==> config.mk <==
export PLATFORM = sky130hd
export DESIGN_NAME = write_back
export DESIGN_NICKNAME = d
export VERILOG_FILES = /design/src/rtl/write_back.sv
export SDC_FILE = /design/constraint.sdc
export NUM_CORES = 1
export LEC_CHECK = 0
export BUFFER_PORTS_ARGS = -buffer_cell sky130_fd_sc_hd__buf_2
export CAP_MARGIN = 20
export CORE_MARGIN = 5
export CORE_UTILIZATION = 49
export CTS_CLUSTER_SIZE = 10
export DETAILED_ROUTE_END_ITERATION = 12
export HOLD_SLACK_MARGIN = 0.1
export PLACE_DENSITY = 0.81
export SLEW_MARGIN = 20
export SYNTH_ARGS = -nofsm -noshare
export SYNTH_HDL_FRONTEND = slang
export SYNTH_SLANG_ARGS = --single-unit
==> constraint.sdc <==
create_clock -name clk -period 4.2 [get_ports clk]
set_input_delay 0.42 -clock clk [delete_from_list [all_inputs] [get_ports clk]]
set_output_delay 0.42 -clock clk [all_outputs]
set_load 0.1 [all_outputs]
==> src/rtl/write_back.sv <==
// Write-back stage: load lane extraction, register-file write port,
// halt-drain sequencing and retired-instruction counting.
module write_back #(
    parameter int NB_DATA      = 32,
    parameter int NB_REG       = 5,
    parameter int NB_CNT       = 32,
    parameter int DRAIN_CYCLES = 2
) (
    input  logic               clk,
    input  logic               i_rst_n,
    input  logic               i_stall,
    input  logic               i_valid,
    input  logic               i_halt,
    input  logic [NB_DATA-1:0] i_reg_read,
    input  logic [NB_DATA-1:0] i_ALUresult,
    input  logic [NB_REG-1:0]  i_reg2write,
    input  logic               i_mem2reg,
    input  logic               i_regWrite,
    input  logic [1:0]         i_width,
    input  logic               i_sign_flag,
    output logic               o_wb_en,
    output logic [NB_REG-1:0]  o_wb_addr,
    output logic [NB_DATA-1:0] o_wb_data,
    output logic               o_halted,
    output logic               o_align_err,
    output logic [NB_CNT-1:0]  o_retired_cnt
);

    localparam int NB_DRN = (DRAIN_CYCLES > 1) ? $clog2(DRAIN_CYCLES) : 1;
    localparam logic [NB_DRN-1:0] DRAIN_INIT = NB_DRN'(DRAIN_CYCLES - 1);

    localparam logic [1:0] W_BYTE = 2'b00;
    localparam logic [1:0] W_HALF = 2'b01;
    localparam logic [1:0] W_WORD = 2'b10;

    typedef enum logic [1:0] {
        ST_RUN,
        ST_DRAIN,
        ST_HALTED
    } state_t;

    state_t              state_q, state_d;
    logic [NB_DRN-1:0]   drain_q, drain_d;

    logic                wb_en_q;
    logic [NB_REG-1:0]   wb_addr_q;
    logic [NB_DATA-1:0]  wb_data_q;
    logic                halted_q;
    logic                align_q;
    logic [NB_CNT-1:0]   cnt_q;

    logic                run;
    logic                fire;
    logic                commit;
    logic                misalign;
    logic [7:0]          byte_lane;
    logic [15:0]         half_lane;
    logic [NB_DATA-1:0]  load_ext;
    logic [NB_DATA-1:0]  wdata;

    // Little-endian lane pick from the raw memory word
    always_comb begin
        byte_lane = 8'h00;
        unique case (i_ALUresult[1:0])
            2'd0: byte_lane = i_reg_read[7:0];
            2'd1: byte_lane = i_reg_read[15:8];
            2'd2: byte_lane = i_reg_read[23:16];
            2'd3: byte_lane = i_reg_read[31:24];
        endcase
        half_lane = i_ALUresult[1] ? i_reg_read[31:16] : i_reg_read[15:0];
    end

    always_comb begin
        load_ext = '0;
        unique case (i_width)
            W_BYTE:
                load_ext = {{(NB_DATA-8){i_sign_flag & byte_lane[7]}},
                            byte_lane};
            W_HALF:
                load_ext = {{(NB_DATA-16){i_sign_flag & half_lane[15]}},
                            half_lane};
            W_WORD:
                load_ext = i_reg_read;
            default:
                load_ext = '0;
        endcase
    end

    assign wdata = i_mem2reg ? i_ALUresult : load_ext;

    assign run    = (state_q == ST_RUN);
    assign fire   = run & i_valid & ~i_stall;
    assign commit = fire & i_regWrite & ~i_halt & (i_reg2write != '0);

    always_comb begin
        misalign = 1'b0;
        if (fire && !i_mem2reg) begin
            unique case (i_width)
                W_HALF:  misalign = i_ALUresult[0];
                W_WORD:  misalign = (i_ALUresult[1:0] != 2'b00);
                default: misalign = 1'b0;
            endcase
        end
    end

    always_comb begin
        state_d = state_q;
        drain_d = drain_q;
        unique case (state_q)
            ST_RUN: begin
                if (fire && i_halt) begin
                    state_d = ST_DRAIN;
                    drain_d = DRAIN_INIT;
                end
            end
            ST_DRAIN: begin
                if (drain_q == '0) begin
                    state_d = ST_HALTED;
                end else begin
                    drain_d = drain_q - 1'b1;
                end
            end
            ST_HALTED: begin
                state_d = ST_HALTED;
            end
            default: begin
                state_d = ST_RUN;
                drain_d = '0;
            end
        endcase
    end

    always_ff @(posedge clk or negedge i_rst_n) begin
        if (!i_rst_n) begin
            state_q <= ST_RUN;
            drain_q <= '0;
        end else begin
            state_q <= state_d;
            drain_q <= drain_d;
        end
    end

    // Address/data hold between commits so a stall cannot re-write
    always_ff @(posedge clk or negedge i_rst_n) begin
        if (!i_rst_n) begin
            wb_en_q   <= 1'b0;
            wb_addr_q <= '0;
            wb_data_q <= '0;
        end else begin
            wb_en_q <= commit;
            if (commit) begin
                wb_addr_q <= i_reg2write;
                wb_data_q <= wdata;
            end
        end
    end

    always_ff @(posedge clk or negedge i_rst_n) begin
        if (!i_rst_n) begin
            halted_q <= 1'b0;
            align_q  <= 1'b0;
            cnt_q    <= '0;
        end else begin
            halted_q <= (state_d == ST_HALTED);
            align_q  <= align_q | misalign;
            cnt_q    <= cnt_q + NB_CNT'(fire);
        end
    end

    assign o_wb_en       = wb_en_q;
    assign o_wb_addr     = wb_addr_q;
    assign o_wb_data     = wb_data_q;
    assign o_halted      = halted_q;
    assign o_align_err   = align_q;
    assign o_retired_cnt = cnt_q;

endmodule

==> impl_metrics.py, run 1 <==
metrics = {
    "setup_path": {
        "rrSetupSlack_ns": 1.33,
        "critPathKind": "register to register",
        "path_max_fanout": 6,
        "worstPathRequired_ns": 4.48,
        "rr_startpoint": "state_q[0]",
        "crit_path_end_kind": "register",
        "cp.arrival_ns": 3.15,
        "rr_worst_depth": 8,
        "critical_path.startpoint_type": "register",
        "crit_path_start": "state_q[0]",
    },
    "cts": {
        "cts_resized": 0,
        "cts-hold-fix-buffers": 0,
        "post_cts_buffers": 0,
        "ctsRootBufferMaster": "clkbuf_8",
        "clk_latency_ns": 0.36,
        "cts_max_path_buffers": 2,
        "path_clk_slew_ns": 0.09,
        "cts_tree": "done",
        "htree_levels": 3,
        "cts_buffers": 9,
        "clock-sinks": 75,
    },
    "die": {
        "rows": 32,
        "initial_core_util_pct": 49.75,
        "die_y_um": 98.12,
        "fp.dieArea_um2": 9628,
        "core_area_um2": 7647,
        "io_pins": 151,
        "die-width_um": 98.12,
    },
    "timing": {
        "fin_crit_sh_pct": 68.43,
        "hold_viol": 0,
        "rsz0062_at_grt": "false",
        "finalSetupViolCount": 0,
        "tightestPinTransition_ns": 0.9334,
        "slew_violations": 0,
        "holdWs_ns": 0.2086,
        "layout_min_cycle_time_ns": 2.874,
        "slew_headroom_pct": 37.77,
        "fmax_mhz": 347.9,
        "setup-tns-final_ns": 0,
        "clock_skew_ns": 0.01230,
    },
    "logic_synthesis": {
        "syn_area_um2": 3805,
        "synth_cell_types": 45,
        "ys_seq_area_share_pct": 49.33,
        "yosys_warnings": 0,
        "synth_ff_type": "dfrtp_1",
        "synth_edf_count": 0,
        "synthArstFlopShare_pct": 100.0,
        "syn_area_per_cell_um2": 9.584,
        "synthCells": 397,
        "synth_seq_cells": 75,
        "syn_nets": 482,
    },
    "cells_and_area": {
        "layout_common_cells": "buf_2, dfrtp_1, nand2_1",
        "mostFrequentLayoutCell": "buf_2",
        "final_cells": 649,
        "area.growth.synth_to_final_pct": 26.37,
        "final_nets": 627,
        "diodes": 0,
        "layout-drive-gt1-share_pct": 34.92,
    },
    "detailed_routing": {
        "ant_nets": 0,
        "firstDrtPassIters": 5,
        "num_vias": 3504,
        "post-route-drc-count": 0,
        "drt_iter0_drc": 292,
        "via_per_inst": 5.399,
        "wl_per_cell_um": 16.55,
        "routed_wirelength_um": 10740,
    },
    "placement": {
        "dp_hpwl_um": 8138,
        "portBuffers": 150,
        "globalplace.congestion": 0.8760,
        "placed_cells": 633,
    },
    "global_route": {
        "grt_pass1_vias": 3512,
        "grt_first_pass_wirelength_um": 17890,
        "antenna_found_initial": 0,
        "grt_usage_pct": 22.84,
        "grt_overflow": 0,
        "grt_max_degree": 76,
    },
    "job": {
        "maxCapViolations": 0,
    },
    "outcome": {
        "outcome": "complete, no violations",
    },
    "power_and_ir_drop": {
        "p_leak_nw": 2.419,
        "power_density_nw_per_um2": 782.7,
        "ir_drop_mv": 0.4998,
    },
    "hold_path": {
        "hold_path.class": "primary input to async pin",
    },
}
[metal layers]
layer,GRT usage [%],part of all wire [%]
met2,36.91,51
met1,30.92,42
met4,8.200,1.9
met3,4.000,5.4
met5,0,0
[state kept, by name (all words and copies together), names as in the netlist]
| signal | cells |
|---|---|
| o_align_err | 1 |
| o_halted | 1 |
| state_q | 2 |
| o_retired_cnt | 32 |
| o_wb_addr | 5 |
| o_wb_en | 1 |
| o_wb_data | 32 |
| drain_q | 1 |
[critical path, stage by stage, from the launching register on]
cell and delay, ns:
dfrtp_1 0.45, nor4b_4 0.43, ha_1 0.29, ha_1 0.26
inv_1 0.08, or4_4 0.57, or4_4 0.45, nor2_2 0.11
xor2_1 0.16
[power by group]
group,internal (mW),switching [mW]
clock,0.223,0.303
combinational,0.304,1.85
sequential,0.939,0.144
total,1.47,2.30
[through the flow]
stage	area [um^2]	util (%)	total power, mW	setup slack (ns)
finish	4808	62.88	3.764	1.326
global route	4808	62.88	3.914	1.041
global placement	4624	60.47	3.230	1.393
CTS	4808	62.88	3.782	1.283
detailed placement	4624	60.47	3.256	1.290
floorplan	3805	-	2.862	1.383
[area by class of cell]
| cell class | count | area (um^2) |
|---|---|---|
| clock inverter | 7 | 60.06 |
| fill | 649 | 2839 |
| inverter | 13 | 48.80 |
| multi-input combinational | 292 | 1810 |
| sequential | 75 | 1877 |
| clock buffer | 9 | 123.9 |
| timing repair buffer | 151 | 760.7 |
| tap | 102 | 127.6 |
[final timing paths]
path                                     end
setup / recovery           o_retired_cnt[26]
hold / removal                  o_wb_addr[0]
setup reg to reg           o_retired_cnt[26]
hold reg to reg                  o_align_err
max in group asynchronous      o_wb_data[11]
min in group clk                o_wb_addr[2]
[logic make-up (layout without fill, tap and decap cells)]
| family | Yosys count | in the layout | share of synthesized area, % |
|---|---|---|---|
| compound gates | 76 | 76 | 12.96 |
| xor+xnor | 30 | 30 | 6.906 |
| fa+ha+maj | 6 | 6 | 1.973 |
| buf+inv | 30 | 180 | 3.091 |
| flops | 75 | 75 | 49.33 |
| mux | 10 | 10 | 3.256 |
| simple gates | 170 | 170 | 22.49 |
[Yosys cell counts (2+ instances only)]
library cell	count	share of area, %
nand2_1	59	5.8
buf_1	2	0.20
ha_1	6	2.0
a21oi_1	27	3.6
a221oi_1	8	1.8
nand3_1	21	2.8
and2_1	19	3.1
xnor2_1	19	4.4
nor2_1	42	4.1
or4_4	2	0.59
or2_2	2	0.33
xor2_1	11	2.5
inv_1	12	1.2
nor3_2	2	0.53
clkbuf_1	11	1.1
o211ai_1	8	1.6
nor3_1	4	0.53
nand4_1	5	0.82
a222oi_1	7	1.8
mux2_2	9	2.7
o21ai_0	19	2.5
nor2b_1	3	0.49
buf_2	3	0.39
dfrtp_1	75	49
Note: power is estimated with default switching activity, not from simulation.
==> run 2, diff against run 1 <==
--- a/config.mk
+++ b/config.mk
@@ -5,6 +5,7 @@
 export SDC_FILE = /design/constraint.sdc
 export NUM_CORES = 1
 export LEC_CHECK = 0
+export ABC_AREA = 1
 export BUFFER_PORTS_ARGS = -buffer_cell sky130_fd_sc_hd__buf_2
 export CAP_MARGIN = 20
 export CORE_MARGIN = 5
@@ -12,7 +13,7 @@
 export CTS_CLUSTER_SIZE = 10
 export DETAILED_ROUTE_END_ITERATION = 12
 export HOLD_SLACK_MARGIN = 0.1
-export PLACE_DENSITY = 0.81
+export PLACE_DENSITY = 0.78
 export SLEW_MARGIN = 20
 export SYNTH_ARGS = -nofsm -noshare
 export SYNTH_HDL_FRONTEND = slang
==> constraint.sdc (replaced) <==
create_clock -name clk -period 2.7 [get_ports clk]
set_input_delay 0.27 -clock clk [delete_from_list [all_inputs] [get_ports clk]]
set_output_delay 0.27 -clock clk [all_outputs]
set_load 0.1 [all_outputs]
==> impl_metrics.py, run 2 <==
metrics = {
    "logic_synthesis": {
        "synth_edf_count": 0,
        "yosysTopAreaCell": "dfrtp_1",
        "yosys_warnings": 0,
        "synth_commonest_cells": "nand2_1, dfrtp_1, nor2_1",
        "syn_nets": 675,
        "synth_area_leaders": "dfrtp_1, nand2_1, a21oi_1",
        "ys_seq_area_share_pct": 43.08,
        "synthCells": 590,
        "synthArstFlopShare_pct": 100.0,
        "syn_area_um2": 4357,
        "synth_cell_types": 26,
        "yosys.area.top_type_share_pct": 43.08,
        "syn_area_per_cell_um2": 7.384,
        "synth_most_common_cell": "nand2_1",
        "synth_seq_cells": 75,
        "synth_ff_type": "dfrtp_1",
    },
    "power_and_ir_drop": {
        "switching_power_mw": 0.6421,
        "p_clk_share_pct": 37.9,
        "seqPwrFrac_pct": 50.9,
        "power_density_nw_per_um2": 412.8,
        "internal_power_mw": 1.561,
        "power_mw": 2.203,
        "ir_drop_mv": 0.2128,
        "p_comb_share_pct": 11.2,
        "p_leak_nw": 3.027,
        "p_sw_share_pct": 29.14,
    },
    "timing": {
        "slew_headroom_pct": 35.91,
        "rsz0062_at_grt": "false",
        "hold_viol": 0,
        "slew_violations": 0,
        "layout_min_cycle_time_ns": 2.145,
        "setup-tns-final_ns": 0,
        "tightestPinTransition_ns": 0.9614,
        "fin_crit_sh_pct": 79.44,
        "finalSetupViolCount": 0,
        "clock_skew_ns": 0.01230,
        "fmax_mhz": 466.2,
    },
    "cts": {
        "clk_latency_ns": 0.36,
        "clock-sinks": 75,
        "path_clk_slew_ns": 0.09,
        "cts_max_path_buffers": 2,
        "cts_buffers": 9,
        "cts_tree": "done",
        "ctsRootBufferMaster": "clkbuf_8",
        "htree_levels": 3,
        "post_cts_buffers": 0,
    },
    "setup_path": {
        "critical_path.startpoint_type": "register",
        "path_max_fanout": 6,
        "worstPathCellList": "nor2_1 > nand2_1 > inv_1 > ha_1 > ha_1 > nand3_1 > inv_1 > nand2_1 > nor2_2 > nand2_1 > o21ai_1 > nand2_1",
        "crit_path_top_delay_cell": "dfrtp_1",
        "critPathKind": "register to register",
        "cpMostUsedCell": "nand2_1",
        "max_stage_delay_ns": 0.44,
        "cp.arrival_ns": 2.39,
        "crit_path_end_kind": "register",
        "worstPathRequired_ns": 2.94,
    },
    "die": {
        "die_y_um": 104.3,
        "io_pins": 151,
        "rows": 34,
        "die-width_um": 104.3,
        "core_area_um2": 8678,
        "fp.dieArea_um2": 10880,
        "initial_core_util_pct": 50.20,
    },
    "detailed_routing": {
        "post-route-drc-count": 0,
        "top_layer": "met4",
        "firstDrtPassIters": 5,
        "ant_nets": 0,
        "wl_met2_um": 6259,
        "wl_per_cell_um": 14.92,
        "via_per_inst": 5.267,
        "met1_length_um": 5027,
        "drt_iter0_drc": 204,
        "routed_wirelength_um": 12560,
        "num_vias": 4435,
        "route.met3.wl_um": 996,
    },
    "global_route": {
        "grt_usage_pct": 23.10,
        "grt_overflow": 0,
        "grt_first_pass_wirelength_um": 20910,
        "grt_pass1_vias": 4426,
        "antenna_found_initial": 0,
        "grt_max_degree": 76,
    },
    "placement": {
        "globalplace.congestion": 0.9554,
        "place_area_um2": 5145,
        "portBuffers": 150,
        "dp_hpwl_um": 9375,
    },
    "cells_and_area": {
        "mostFrequentLayoutCell": "nand2_1",
        "fin_area_um2": 5338,
        "final_nets": 814,
        "fin_util_pct": 61.51,
        "layout_common_cells": "nand2_1, buf_2, dfrtp_1",
        "area.growth.synth_to_final_pct": 22.52,
        "diodes": 0,
        "layout-drive-gt1-share_pct": 26.29,
    },
    "job": {
        "maxCapViolations": 0,
    },
    "outcome": {
        "outcome": "complete, no violations",
    },
    "hold_path": {
        "hold_path.class": "primary input to register",
    },
}
==> run 2: cell count changes in the layout (fill, tap and decap cells not counted), sizes merged, moves of 9 or more <==
cell / before / now
nor2: 43 / 71
and2: 19 / 1
o21ai: 20 / 6
inv: 16 / 53
nand3: 21 / 32
a21oi: 27 / 69
nand2: 59 / 195
mux2: 9 / 0
==> run 2: path summary, 6_finish.rpt <==
check,from,endpoint,slack [ns],cells past startpoint
max,state_q[0],o_retired_cnt[26],0.55,12
min,i_reg2write[1],o_wb_addr[1],0.13,3
max reg2reg,state_q[0],o_retired_cnt[26],0.55,12
min reg2reg,o_retired_cnt[31],o_retired_cnt[31],0.48,1
max in group asynchronous,i_rst_n,drain_q,1.47,2
min in group asynchronous,i_rst_n,o_wb_addr[3],0.59,2
==> run 2: cell families after synthesis <==
group | after synthesis | synth area share [%]
fa+ha+maj | 6 | 1.723
flops | 75 | 43.08
compound gates | 92 | 12.84
simple gates | 312 | 29.06
buf+inv | 76 | 7.467
xor+xnor | 29 | 5.830
==> run 2: final cells by class <==
cell class	instances	area, um^2
Clock buffer	9	123.9
Clock inverter	7	58.81
Fill cell	823	3341
Inverter	50	187.7
Multi-Input combinational cell	439	2157
Sequential cell	75	1877
Tap cell	108	135.1
Timing Repair Buffer	154	798.3
==> run 2: stage by stage <==
| stage | hold slack (ns) | setup WS, ns | instances |
|---|---|---|---|
| floorplan | -0.02559 | 0.4121 | 590 |
| global placement | 0.4572 | 0.7171 | 825 |
| detailed placement | 0.4621 | 0.6089 | 825 |
| CTS | 0.1205 | 0.5719 | 842 |
| global route | 0.1354 | 0.3268 | 842 |
| finish | 0.1322 | 0.5550 | 842 |
==> run 2: power by group through the flow <==
stage	clock network, mW	registers, mW	logic (mW)
2_1_floorplan	0	1.14	0.126
3_3_place_gp	0	1.14	0.241
3_5_place_dp	0	1.14	0.244
4_1_cts	0.848	1.12	0.246
5_1_grt	0.896	1.12	0.280
6_report	0.835	1.12	0.246
==> run 2: metal layers <==
| layer | vias up | track usage [%] |
|---|---|---|
| li1 | 2143 | - |
| met1 | 2089 | 28.06 |
| met2 | 178 | 40.05 |
| met3 | 25 | 5.711 |
| met4 | 0 | 7.308 |
| met5 | - | 0 |
==> run 2: worst max-delay path, delay by kind of cell, from the launching register on <==
kind,cells,cell delay [ns]
adders and majority gates,2,0.35
AOI/OAI and AO/OA,1,0.14
and+or+nand+nor,7,0.88
DFF,1,0.44
buffers and inverters,2,0.22
==> run 2: timing repair <==
| action | in CTS | in global routing |
|---|---|---|
| setup endpoints to repair | 0 | 0 |
| hold buffers | 1 | 0 |
| resized for setup | 0 | 0 |
| hold endpoints to repair | 46 | 0 |
==> run 3, diff against run 2 <==
==> constraint.sdc (replaced) <==
create_clock -name clk -period 2.1 [get_ports clk]
set_input_delay 0.21 -clock clk [delete_from_list [all_inputs] [get_ports clk]]
set_output_delay 0.21 -clock clk [all_outputs]
set_load 0.1 [all_outputs]
==> impl_metrics.py, run 3 (same netlist as run 2, synthesis figures left out) <==
metrics = {
    "global_route": {
        "grt_max_degree": 66,
        "grt_usage_pct": 23.51,
        "grt_overflow": 0,
        "grt_first_pass_wirelength_um": 21250,
        "grt_pass1_vias": 4515,
        "antenna_found_initial": 1,
    },
    "detailed_routing": {
        "drt_iter0_drc": 224,
        "firstDrtPassIters": 5,
        "routed_wirelength_um": 12930,
        "post-route-drc-count": 0,
        "ant_nets": 0,
        "wl_per_cell_um": 15.15,
        "num_vias": 4507,
        "via_per_inst": 5.284,
    },
    "hold_path": {
        "hold_start": "i_reg2write[2]",
        "hold_path.class": "primary input to register",
        "min_to": "o_wb_addr[2]",
        "min_path_cells": 3,
    },
    "die": {
        "rows": 34,
        "die-width_um": 104.3,
        "core_area_um2": 8678,
        "initial_core_util_pct": 50.20,
        "die_y_um": 104.3,
        "io_pins": 151,
        "fp.dieArea_um2": 10880,
    },
    "cts": {
        "clock-sinks": 75,
        "clk_latency_ns": 0.35,
        "cts_buffers": 9,
        "cts_max_path_buffers": 2,
        "ctsRootBufferMaster": "clkbuf_8",
        "path_clk_slew_ns": 0.09,
        "htree_levels": 3,
        "cts_tree": "done",
    },
    "timing": {
        "rsz0062_at_grt": "false",
        "slew_headroom_pct": 41.15,
        "fmax_mhz": 515.2,
        "finalSetupViolCount": 0,
        "hold_viol": 0,
        "fin_crit_sh_pct": 92.43,
        "holdWs_ns": 0.1422,
        "slew_violations": 0,
        "layout_min_cycle_time_ns": 1.941,
        "clock_skew_ns": 0.006154,
        "setup-tns-final_ns": 0,
        "tightestPinTransition_ns": 0.8828,
    },
    "setup_path": {
        "crit_path_end_kind": "register",
        "worstPathRequired_ns": 2.34,
        "critical_path.startpoint_type": "register",
        "cp.arrival_ns": 2.18,
        "crit_path_start": "state_q[0]",
        "rrSetupSlack_ns": 0.16,
        "r2r_end": "o_retired_cnt[26]",
        "rr_worst_depth": 12,
        "critPathKind": "register to register",
        "rr_startpoint": "state_q[0]",
        "path_max_fanout": 6,
    },
    "power_and_ir_drop": {
        "power_density_nw_per_um2": 541.9,
        "p_leak_nw": 3.077,
        "ir_drop_mv": 0.4161,
    },
    "outcome": {
        "outcome": "complete, no violations",
    },
    "cells_and_area": {
        "final_nets": 824,
        "area.growth.synth_to_final_pct": 24.96,
        "layout-drive-gt1-share_pct": 27.55,
        "layout_common_cells": "nand2_1, buf_2, dfrtp_1",
        "mostFrequentLayoutCell": "nand2_1",
        "fin_util_pct": 62.73,
        "final_cells": 853,
    },
    "job": {
        "maxCapViolations": 0,
    },
    "placement": {
        "portBuffers": 150,
        "dp_hpwl_um": 9815,
        "globalplace.congestion": 0.9681,
        "placed_cells": 832,
    },
}
==> run 3: cell count changes in the layout (fill, tap and decap cells not counted), sizes merged <==
cell | previous run | this run
bufinv | 0 | 1
clkinv | 3 | 2
diode | 0 | 1
buf | 153 | 160
dlygate4sd3 | 1 | 4
==> run 3: where the power goes <==
part / leakage, nW / internal [mW] / switching [mW]
registers: 1.00 / 1.44 / 0
clock network: 0.102 / 0.570 / 0.613
logic: 1.97 / 0.120 / 0.204
total: 3.08 / 2.13 / 0.817
==> run 3: timing repair <==
action / in CTS / in global routing
gates resized for setup: 0 / 3
hold endpoints to repair: 66 / 0
endpoints found under the setup margin: 0 / 2
setup buffers: 0 / 0
hold buffers: 4 / 0
==> run 3: per-layer routing <==
metal,global-route usage (%),share of wire (%),vias up
met5,0,0,-
met4,8.233,2.6,0
met3,5.959,8.0,30
met2,40.68,50,187
met1,28.18,40,2121
li1,-,-,2169
==> run 3: cell type report <==
cell class                      count  area (um^2)
Fill cell                         799         3234
Timing Repair Buffer              164        868.3
Clock inverter                      7        83.83
Sequential cell                    75         1881
Tap cell                          108        135.1
Antenna cell                        1        2.502
Inverter                           50        187.7
Clock buffer                        9        123.9
Multi-Input combinational cell    439         2162
==> run 3: worst max-delay path, cell delays in order, from the launching register on <==
cell and delay (ns):
dfrtp_2 0.45, nor2_1 0.11, nand2_1 0.07, inv_1 0.08
ha_1 0.16, ha_1 0.18, nand3_1 0.09, inv_1 0.10
nand2_2 0.09, nor2_2 0.17, nand2_1 0.12, o21ai_1 0.15
nand2_1 0.06
==> run 3: through the flow <==
step / power [mW] / setup slack, ns / cell area (um^2)
floorplan: 1.635 / 0.07372 / 4359
global placement: 1.783 / 0.2215 / 5187
detailed placement: 1.787 / 0.1637 / 5187
CTS: 2.970 / 0.1499 / 5435
global route: 3.068 / 0.0007427 / 5444
finish: 2.950 / 0.1591 / 5444
==> run 3: worst max path at each step <==
| stage | to | cells past startpoint |
|---|---|---|
| floorplan | o_retired_cnt[26] | 7 |
| global placement | o_retired_cnt[26] | 12 |
| detailed placement | o_retired_cnt[26] | 12 |
| CTS | o_retired_cnt[26] | 12 |
| global route | o_retired_cnt[26] | 12 |
| finish | o_retired_cnt[26] | 12 |
